===== src/rtl/wb_arb_pkg.sv =====
// Shared types and helpers for the round-robin Wishbone arbiter.
// Holds the FSM state encoding plus width helpers used by the top and encoder.
package wb_arb_pkg;

    typedef enum logic [1:0] {
        IDLE,
        GRANT,
        ABORT
    } state_e;

    localparam int BYTE_BITS = 8;

    function automatic int clog2(input int value);
        int result;
        result = 0;
        for (int i = 0; i < 32; i++) begin
            if ((1 << i) < value) begin
                result = i + 1;
            end
        end
        return result;
    endfunction

    function automatic int sel_width(input int dataWidth);
        return dataWidth / BYTE_BITS;
    endfunction

endpackage


===== src/rtl/wb_rr_prio_enc.sv =====
// Rotating priority encoder: picks the first requester at or after ptr_i,
// wrapping modulo N, and reports it one-hot.
module wb_rr_prio_enc
    import wb_arb_pkg::*;
#(
    parameter int N = 4
) (
    input  logic [N-1:0]        req_i,
    input  logic [clog2(N)-1:0] ptr_i,
    output logic [N-1:0]        gnt_o,
    output logic                valid_o
);

    logic found;

    // Scan offsets 0..N-1 from the pointer; the first hit wins.
    always_comb begin
        gnt_o = '0;
        found = 1'b0;
        for (int k = 0; k < N; k++) begin
            for (int i = 0; i < N; i++) begin
                if (!found && req_i[i] && (((int'(ptr_i) + k) % N) == i)) begin
                    gnt_o[i] = 1'b1;
                    found    = 1'b1;
                end
            end
        end
    end

    assign valid_o = |req_i;

endmodule


===== src/rtl/wb_rr_arbiter.sv =====
// Round-robin Wishbone arbiter: one owner per CYC burst, ACK/ERR routed to the
// owner only, and a watchdog that aborts stalled strobes with ERR.
module wb_rr_arbiter
    import wb_arb_pkg::*;
#(
    parameter int N_MASTERS  = 4,
    parameter int ADDR_WIDTH = 32,
    parameter int DATA_WIDTH = 32,
    parameter int TIMEOUT    = 255
) (
    input  logic                                        clk_i,
    input  logic                                        rst_i,
    input  logic [N_MASTERS*ADDR_WIDTH-1:0]             m_ADR,
    input  logic [N_MASTERS*DATA_WIDTH-1:0]             m_DAT_W,
    input  logic [N_MASTERS*sel_width(DATA_WIDTH)-1:0]  m_SEL,
    input  logic [N_MASTERS-1:0]                        m_CYC,
    input  logic [N_MASTERS-1:0]                        m_STB,
    input  logic [N_MASTERS-1:0]                        m_WE,
    output logic [DATA_WIDTH-1:0]                       m_DAT_R,
    output logic [N_MASTERS-1:0]                        m_ACK,
    output logic [N_MASTERS-1:0]                        m_ERR,
    output logic [ADDR_WIDTH-1:0]                       s_ADR,
    output logic [DATA_WIDTH-1:0]                       s_DAT_W,
    output logic [sel_width(DATA_WIDTH)-1:0]            s_SEL,
    output logic                                        s_CYC,
    output logic                                        s_STB,
    output logic                                        s_WE,
    input  logic [DATA_WIDTH-1:0]                       s_DAT_R,
    input  logic                                        s_ACK,
    input  logic                                        s_ERR,
    output logic [N_MASTERS-1:0]                        gnt_o
);

    localparam int SW = sel_width(DATA_WIDTH);
    localparam int PW = clog2(N_MASTERS);
    localparam int WW = (TIMEOUT == 0) ? 1 : clog2(TIMEOUT + 1);

    state_e                 state_q, state_d;
    logic [N_MASTERS-1:0]   gnt_q, gnt_d;
    logic [PW-1:0]          ptr_q, ptr_d;
    logic [WW-1:0]          wdog_q, wdog_d;

    logic [N_MASTERS-1:0]   encGnt;
    logic                   encValid;
    logic [ADDR_WIDTH-1:0]  muxAdr;
    logic [DATA_WIDTH-1:0]  muxDat;
    logic [SW-1:0]          muxSel;
    logic                   ownCyc, ownStb, ownWe;
    logic [PW-1:0]          gIdx, nextPtr;
    logic                   inGrant;

    wb_rr_prio_enc #(.N(N_MASTERS)) uPrioEnc (
        .req_i   (m_CYC),
        .ptr_i   (ptr_q),
        .gnt_o   (encGnt),
        .valid_o (encValid)
    );

    // AND-OR mux gated by the one-hot grant; an empty grant yields all zeros.
    always_comb begin
        muxAdr = '0;
        muxDat = '0;
        muxSel = '0;
        ownCyc = 1'b0;
        ownStb = 1'b0;
        ownWe  = 1'b0;
        gIdx   = '0;
        for (int i = 0; i < N_MASTERS; i++) begin
            if (gnt_q[i]) begin
                muxAdr = muxAdr | m_ADR[i*ADDR_WIDTH +: ADDR_WIDTH];
                muxDat = muxDat | m_DAT_W[i*DATA_WIDTH +: DATA_WIDTH];
                muxSel = muxSel | m_SEL[i*SW +: SW];
                ownCyc = ownCyc | m_CYC[i];
                ownStb = ownStb | m_STB[i];
                ownWe  = ownWe | m_WE[i];
                gIdx   = gIdx | PW'(i);
            end
        end
    end

    assign nextPtr = (gIdx == PW'(N_MASTERS - 1)) ? '0 : gIdx + PW'(1);
    assign inGrant = (state_q == GRANT);

    assign s_ADR   = muxAdr;
    assign s_DAT_W = muxDat;
    assign s_SEL   = muxSel;
    assign s_CYC   = inGrant & ownCyc;
    assign s_STB   = inGrant & ownStb;
    assign s_WE    = inGrant & ownWe;
    assign m_DAT_R = s_DAT_R;
    assign gnt_o   = gnt_q;

    // Responses are suppressed during reset so a late slave ACK cannot leak out.
    assign m_ACK = (!rst_i && inGrant && s_ACK) ? gnt_q : '0;
    assign m_ERR = (!rst_i && ((inGrant && s_ERR) || state_q == ABORT)) ? gnt_q : '0;

    always_comb begin
        state_d = state_q;
        gnt_d   = gnt_q;
        ptr_d   = ptr_q;
        wdog_d  = wdog_q;
        case (state_q)
            IDLE: begin
                wdog_d = '0;
                if (encValid) begin
                    gnt_d   = encGnt;
                    state_d = GRANT;
                end
            end
            GRANT: begin
                if (!ownCyc) begin
                    state_d = IDLE;
                    gnt_d   = '0;
                    ptr_d   = nextPtr;
                    wdog_d  = '0;
                end else if (s_ACK || s_ERR || !ownStb) begin
                    wdog_d = '0;
                end else if (wdog_q == WW'(TIMEOUT)) begin
                    // A zero TIMEOUT parks the counter at 0 and never aborts.
                    if (TIMEOUT != 0) begin
                        state_d = ABORT;
                        wdog_d  = '0;
                    end
                end else begin
                    wdog_d = wdog_q + WW'(1);
                end
            end
            ABORT: begin
                state_d = IDLE;
                gnt_d   = '0;
                ptr_d   = nextPtr;
                wdog_d  = '0;
            end
            default: begin
                state_d = IDLE;
                gnt_d   = '0;
                wdog_d  = '0;
            end
        endcase
    end

    always_ff @(posedge clk_i) begin
        if (rst_i) begin
            state_q <= IDLE;
            gnt_q   <= '0;
            ptr_q   <= '0;
            wdog_q  <= '0;
        end else begin
            state_q <= state_d;
            gnt_q   <= gnt_d;
            ptr_q   <= ptr_d;
            wdog_q  <= wdog_d;
        end
    end

endmodule


===== config.mk =====
export PLATFORM = sky130hd
export DESIGN_NAME = wb_rr_arbiter
export DESIGN_NICKNAME = d
export VERILOG_FILES = /design/src/rtl/wb_arb_pkg.sv /design/src/rtl/wb_rr_prio_enc.sv /design/src/rtl/wb_rr_arbiter.sv
export SDC_FILE = /design/constraint.sdc
export NUM_CORES = 1
export LEC_CHECK = 0
export ABC_CLOCK_PERIOD_IN_PS = 5000
export BUFFER_PORTS_ARGS = -buffer_cell sky130_fd_sc_hd__buf_2
export CAP_MARGIN = 20
export CORE_AREA = 2 2 167 169
export CTS_CLUSTER_SIZE = 16
export DETAILED_ROUTE_END_ITERATION = 7
export DIE_AREA = 0 0 169 171
export SKIP_LAST_GASP = 1
export SLEW_MARGIN = 20
export SYNTH_ARGS = -nofsm -noshare
export SYNTH_HDL_FRONTEND = slang
export SYNTH_HIERARCHICAL = 1
export SYNTH_SLANG_ARGS = --single-unit
export TNS_END_PERCENT = 10

===== constraint.sdc =====
create_clock -name clk_i -period 5 [get_ports clk_i]
set_input_delay 1 -clock clk_i [delete_from_list [all_inputs] [get_ports clk_i]]
set_output_delay 1 -clock clk_i [all_outputs]
set_load 0.01 [all_outputs]

==> run metrics, run 1 <==
Hold WS 0.498 ns; cells after synthesis 562; Crit. End Element output port; DR WL/cell 19.7 um; Remaining Overflow, GRT 0; Synth area leaders a22oi_1 (27%), dfxtp_1 (20%), nand2_1 (8.1%); reg2reg end wdog_q[19]; Starting Density between 10 and 15%; Worst Hold Launch wdog_q[31]; Yosys cell types 52; CP delay by family, top simple AND/OR/NAND/NOR gates; Buf/Inv on CP 2; share of the synthesized area in the top cell type 27.0%; top-count cell post-synth a22oi_1; CORE AREA 0.0273 mm2; final setup violation count 0; RSZ-0062 raised after global routing no; Routed WL 24,700 um; Fill cells 3,073; Final Hold Vio Count 0; Pleak 3.03 nW; P&R area growth vs syn 54.6%; register area approximately 820 um2; Vias/cell between 4 and 5; Post-CTS Setup Bufs 0; Longest Clk Path Bufs 2; cts hold-fix bufs 0; Critical Path Slowest Stage Cell nor3b_1; worst path required time 4.00 ns; Slew HR a little over a third; maximum vdd ir drop 0.129 mV; leading register cell type out of synthesis dfxtp_1; Synth async-reset ratio 0%; Post-synth top cells a22oi_1 (146), nand2_1 (87), dfxtp_1 (40); sequential fraction of the synthesis area 19.7%; area leader, netlist a22oi_1; worst-case reg-to-reg path depth 5; slowest stage delay, CP 0.70 ns; DR DRC count 0; post-CTS resize count 0; Max FO, Critical Path 10; crit path time final 3.26 ns; CTS H-tree depth 2; largest net degree at the start of global routing 49; hpwl dp 21,000 um; DR iter-0 viols 323; FF+latch count, synth 40; share of layout cells above drive strength 1 44.1%; Switching Share 35.2%; r2r setup slk 2.41 ns; Max Cap Viol 0; NumNets Final 1,225; CP Launch Type input pin; hold endpoint wdog_q[31]; PD cells ~170 mW/mm2; Final Max Tran Viols 0; CP Cell Sequence buf_2, nor3b_1, and2_1, buf_2; Skew-Pair Late Insertion Delay ~0.28 ns; # rows 61; status finished, final reports clean; Setup TNS 0 ns; first-pass GRT wire length 32,100 um; Post-synth EDFFs 0; initial antenna violation count 11; Final Wtd Congestion roughly 0.9; TritonCTS clock tree yes; Seq pwr share between 30% and 40%; Most Frequent Cell on Critical Path buf_2; Logic pwr share 38.3%; clk root buf clkbuf_16; vias in the first global route 4,981; worst hold stages 2; fin crit share 65.3%; Worst Tran Pin Value about 0.95 ns; WS Path Type in -> out; Crit path arrival time 2.26 ns; Die Height 171 um; Ys Warns 6; clock-pin slew on the worst setup and hold paths about 0.06 ns; via count 5,906; Clk pwr share 29.8%; syn_area_per_cell 7.22 um2; die area 0.0289 mm2; Internal Power between 0.7 and 0.8 mW; Switching Power around 0.38 mW; launching point of the worst reg2reg path gnt_o[2]; FMAX 306 MHz; Hold Path Class reg -> reg; multi-input logic area 0.00296 mm2; IO Count about 440; antenna-violating nets left 0; die span in x roughly 170 um; First-pass DRT Iterations 5; synthesized area 0.00406 mm2; # port buffers 370; CTS Sinks 40; gr usage total between 10% and 20%; Post-Route Skew 0.00653 ns; Num CTS Buffers 5
## power by group through the flow
stage | Clock [mW] | Sequential, mW | Combinational (mW)
after floorplan | 0 | 0.334 | 0.206
final | 0.324 | 0.347 | 0.416
after detailed placement | 0 | 0.354 | 0.418
after global routing | 0.345 | 0.349 | 0.454
after global placement | 0 | 0.353 | 0.415
after CTS | 0.327 | 0.347 | 0.420
## final cells by class
type                       count  share of cell area, %
timing repair buffer         375                   30.1
antenna                        1                 0.0399
inverter                       6                  0.359
clock buffer                   6                   2.22
tap                          346                   6.90
sequential                    40                   13.0
clock inverter                 2                  0.160
multi-input combinational    476                   47.2
## worst max-delay path by stage
stage | endpoint | start | depth (start not counted) | slack (ns)
final | m_ACK[0] | rst_i | 4 | 1.74
after floorplan | m_ACK[0] | rst_i | 3 | 2.36
after global placement | m_ACK[0] | rst_i | 4 | 1.66
after global routing | m_ACK[0] | rst_i | 4 | 1.60
after CTS | m_ACK[0] | rst_i | 4 | 1.65
after detailed placement | m_ACK[0] | rst_i | 4 | 1.65
## state kept, by name, summed over array words and instances, names as in the netlist
signal   flops
state_q      2
wdog_q      32
gnt_o        4
ptr_q        2
## stage by stage
stage	util [%]	std cells	area, um2	setup WS [ns]	total power [mW]
2_1_floorplan	-	597	4190	2.36	0.540
3_3_place_gp	22.4	1243	6120	1.66	0.769
3_5_place_dp	22.4	1243	6120	1.65	0.772
4_1_cts	22.9	1251	6270	1.65	1.09
5_1_grt	22.9	1251	6270	1.60	1.15
6_report	22.9	1252	6270	1.74	1.09
## cells by family (layout without fill, tap and decap cells)
kind of cell | after synthesis | count (layout) | synth area share, %
compound gates | 219 | 219 | 38.9
fa+ha+maj | 1 | 1 | 0.308
simple gates | 208 | 208 | 27.5
other cells | 1 | 37 | 0.0925
xor+xnor | 12 | 12 | 2.59
buf+inv | 81 | 389 | 10.8
flops | 40 | 40 | 19.7
## worst min-delay path, cell delays in order (launching register included)
cell and delay [ns]:
dfxtp_1 0.32, o31ai_1 0.07, a211oi_1 0.06
## routing by layer
layer  part of all wire, %  vias up  track usage (%)
met1                    38     2721             17.5
met2                    46      335             24.3
met5                  0.19        -                0
li1                      -     2802                -
met4                   2.4        8             3.94
met3                    14       40             8.21
## cells in the final DEF, fill, tap and decap left out, types with 3 or more instances in the layout
cell,instances
nand2_1,87
nand3_1,14
or4_1,9
clkbuf_16,5
nor3_1,10
nor4_1,7
and2_1,9
o21ai_0,13
xor2_1,5
buf_2,370
a211oi_1,17
nor3b_1,3
o31ai_1,8
nand4_1,13
conb_1,36
and3_1,3
xnor2_1,7
a22oi_1,146
nor2b_1,6
and4_1,7
inv_1,6
nor2_1,15
a21oi_1,20
or3_1,11
dfxtp_1,36
dfxtp_4,4
buf_4,5
Note: power is estimated with default switching activity, not from simulation.
==> inputs of run 2 (changes only) <==
ABC_CLOCK_PERIOD_IN_PS = 3100   (was 5000)
CORE_AREA = 2 2 169 171   (was 2 2 167 169)
DIE_AREA = 0 0 171 173   (was 0 0 169 171)
clock period = 3.1 ns   (was 5 ns; I/O delays follow)
==> run metrics, run 2 (synthesis gave the netlist of run 1 again) <==
status finished, final reports clean; Crit path arrival time 1.87 ns; post-CTS resize count 0; NumNets Final 1,233; clk root buf clkbuf_16; Skew-Pair Late Insertion Delay 0.28 ns; FMAX 402 MHz; Max Cap Viol 0; # rows 61; Longest Clk Path Bufs 2; IO Count 435; die span in x around 170 um; CP delay by family, top flip-flops; Remaining Overflow, GRT 0; CTS Sinks 40; P&R area growth vs syn 57.4%; commonest non-fill, non-tap cell in the layout buf_2; DR DRC count 0; share of layout cells above drive strength 1 between 40 and 50%; met2 Use GR 24.7%; Pleak 3.08 nW; met1 usage 17.3%; Critical Path Slowest Stage Cell dfxtp_4; Fill cells 3,154; largest net degree at the start of global routing 63; # port buffers 370; Num CTS Buffers 5; Post-Route Skew between 0.005 and 0.006 ns; Final Hold Vio Count 0; CP Cell Sequence buf_4, a22oi_1, nand2_1, buf_2; gr usage total between 10% and 20%; worst path required time 2.48 ns; design area 0.00638 mm2; Crit. End Element output port; initial antenna violation count 4; GR peak layer met2; cts hold-fix bufs 0; CP Launch Type register; pre-CTS WS 0.834 ns; die area 0.0296 mm2; Buf/Inv on CP 2; Max FO, Critical Path 55; antenna-violating nets left 0; Hold WS 0.507 ns; Final Wtd Congestion 0.909; Routed WL 23,300 um; met3 Use GR 5.95%; hpwl dp 19,700 um; First-pass DRT Iterations 5; Starting Density 14.7%; slowest stage delay, CP roughly 0.76 ns; maximum vdd ir drop 0.211 mV; fin crit share 80.3%; PD cells 283 mW/mm2; Die Height 173 um; CTS H-tree depth 2; Largest Register wdog_q; placed inst area just over 0.006 mm2; Hold Path Class reg -> reg; DR iter-0 viols 347; RSZ-0062 raised after global routing no; CORE AREA about 0.028 mm2; vias in the first global route approximately 5,600; WS Path Type reg -> out; Final Max Tran Viols 0; Vias/cell 4.52; crit path time final 2.49 ns; most frequent cells in the layout buf_2 (370), a22oi_1 (146), nand2_1 (87), dfxtp_1 (36), conb_1 (36); final setup violation count 0; first-pass GRT wire length 32,500 um; PnR worst setup slack 0.612 ns; Setup TNS 0 ns; Worst Tran Pin Value ~0.74 ns; Slew HR 50.9%; ant diodes 0; max reg flops 32; TritonCTS clock tree yes; clock-pin slew on the worst setup and hold paths 0.06 ns; Post-CTS Setup Bufs 0; DR WL/cell 18.1 um; via count 5,837
run 2: final cells by class:
| class | instances | area [um2] | area share, % |
|---|---|---|---|
| multi-input cells | 476 | 2950 | 46.2 |
| repair buffers | 383 | 1960 | 30.7 |
| flip-flops and latches | 40 | 811 | 12.7 |
| well taps | 378 | 473 | 7.41 |
| clock buffers | 6 | 129 | 2.02 |
| clock inverters | 2 | 35.0 | 0.549 |
| inverters | 6 | 22.5 | 0.353 |
run 2: power by group:
| part | switching, mW | internal, mW | leakage [nW] | total [mW] |
|---|---|---|---|---|
| Combinational | 0.356 | 0.308 | 2.67 | 0.664 |
| Sequential | 0.0473 | 0.520 | 0.325 | 0.567 |
| Clock | 0.194 | 0.378 | 0.0808 | 0.573 |
run 2: path summary, 6_finish.rpt:
| kind | startpoint | to | slack [ns] | cells past startpoint |
|---|---|---|---|---|
| max | gnt_o[1] | s_DAT_W[12] | 0.61 | 4 |
| min | wdog_q[0] | wdog_q[0] | 0.51 | 1 |
| max reg2reg | wdog_q[0] | wdog_q[22] | 0.84 | 5 |
| min reg2reg | wdog_q[0] | wdog_q[0] | 0.51 | 1 |
run 2: routing by layer:
| metal | part of all wire [%] | up-vias |
|---|---|---|
| li1 | - | 2832 |
| met1 | 40 | 2660 |
| met2 | 47 | 308 |
| met3 | 12 | 31 |
| met4 | 0.98 | 6 |
| met5 | 0.18 | - |
run 2: metrics by stage:
stage / power (mW) / cells / util (%)
finish: 1.80 / 1291 / 23.1
global route: 1.91 / 1291 / 23.1
CTS: 1.83 / 1291 / 23.1
detailed placement: 1.25 / 1283 / 22.5
global placement: 1.25 / 1283 / 22.5
floorplan: 0.870 / 597 / -
==> inputs of run 3 (changes only) <==
ABC_CLOCK_PERIOD_IN_PS = 2190   (was 3100)
clock period = 2.19 ns   (was 3.1 ns; I/O delays follow)
==> run metrics, run 3 (synthesis gave the netlist of run 1 again) <==
DR DRC count 0; Final Max Tran Viols 0; Largest Register wdog_q; commonest non-fill, non-tap cell in the layout buf_2; first-pass GRT wire length roughly 32,000 um; Longest Clk Path Bufs 2; Pleak 3.15 nW; launching point of the worst reg2reg path wdog_q[1]; worst hold stages 2; cts hold-fix bufs 0; CP Launch Type register; maximum vdd ir drop 0.265 mV; most frequent cells in the layout buf_2 (370), a22oi_1 (146), nand2_1 (87), dfxtp_1 (36), conb_1 (36); Fill cells approximately 3,100; Crit. End Element register; Post-CTS Setup Bufs 0; CP Cell Sequence ha_2, nand4_4, buf_4, or2_2, or4_1, a211oi_1; Skew-Pair Late Insertion Delay 0.28 ns; WS Path Type reg -> reg; First-pass DRT Iterations 5; Max Cap Viol 0; TritonCTS clock tree yes; Final Hold Vio Count 0; Starting Density 14.7%; Final Wtd Congestion between 0.9 and 1; NumNets Final roughly 1,200; # rows 61; multi-input logic area 0.00295 mm2; Hold Path Class in -> reg; hpwl dp 19,700 um; PD cells just under 400 mW/mm2; P&R area growth vs syn 61.3%; Routed WL ~23,000 um; Remaining Overflow, GRT 0; final core utilization about a quarter; RSZ-0062 raised after global routing no; Post-Route Skew 0.00349 ns; Slew HR 66.6%; vias in the first global route 5,395; CTS Sinks 40; largest net degree at the start of global routing 50; Worst Hold Launch rst_i; status finished, final reports clean; max reg flops 32; fin crit share 95.5%; initial antenna violation count 4; via count around 5,900; clock-pin slew on the worst setup and hold paths 0.06 ns; DR WL/cell 17.6 um; crit path time final approximately 2.1 ns; Crit path arrival time 2.29 ns; register area approximately 810 um2; CTS H-tree depth 2; Critical Path Slowest Stage Cell or4_1; FMAX 478 MHz; die area 0.0296 mm2; clk root buf clkbuf_16; worst path required time 2.39 ns; die span in x 171 um; Max FO, Critical Path 10; Setup TNS 0 ns; share of layout cells above drive strength 1 45.5%; post-CTS resize count 0; DR iter-0 viols 481; Worst Tran Pin Value 0.498 ns; Die Height between 150 and 200 um; worst-case reg-to-reg path depth 6; gr usage total ~14%; slowest stage delay, CP about 0.52 ns; antenna-violating nets left 0; # port buffers 370; CORE AREA 0.0276 mm2; CP Launch Point wdog_q[1]; final setup violation count 0; IO Count 435; Num CTS Buffers 5; Vias/cell 4.55
run 3: changes by cell type in the layout (fill, tap and decap cells not counted), sizes merged:
cell / change
buf: +13
clkbuf: -1
diode: +1
clkinvlp: +1
run 3: worst paths after layout:
kind	to	slack, ns
setup reg to reg	wdog_q[30]	0.1
hold reg to reg	wdog_q[31]	0.51
setup / recovery	wdog_q[30]	0.1
hold / removal	ptr_q[1]	0.45
run 3: where the power goes:
group | total, mW | internal [mW] | switching, mW
Combinational | 1.00 | 0.453 | 0.550
Clock | 0.832 | 0.535 | 0.296
Sequential | 0.757 | 0.736 | 0.0217
run 3: layout make-up:
type,instances,share of cell area (%)
diodes,1,0.0383
flip-flops and latches,40,12.4
clock inverters,3,0.650
clock buffers,5,1.91
multi-input cells,476,45.2
well taps,378,7.23
inverters,6,0.344
repair buffers,396,32.3
run 3: through the flow:
stage                     worst slack, ns  area, um2  hold WS [ns]  std cells  total power, mW
after floorplan                    0.0826       4190         0.453        597             1.23
after global placement              0.113       6370         0.483       1296             1.78
after detailed placement           0.0881       6370         0.488       1296             1.78
after CTS                          0.0601       6540         0.447       1304             2.62
after global routing               0.0160       6540         0.471       1305             2.75
final                              0.0978       6540         0.449       1305             2.59
run 3: metal layers:
| layer | vias to the layer above | GRT usage [%] | share of wire, % |
|---|---|---|---|
| met5 | - | 0 | 0.11 |
| met4 | 4 | 2.40 | 1.2 |
| met3 | 33 | 7.48 | 14 |
| met2 | 346 | 23.8 | 47 |
| met1 | 2707 | 16.5 | 37 |
| li1 | 2849 | - | - |
run 3: worst max-delay path, delay by kind of cell (launching register included):
kind / cells / cell delay [ns]
DFF: 1 / 0.37
adders and majority gates: 1 / 0.25
and+or+nand+nor: 3 / 1.00
AOI/OAI and AO/OA: 1 / 0.22
buffers and inverters: 1 / 0.17
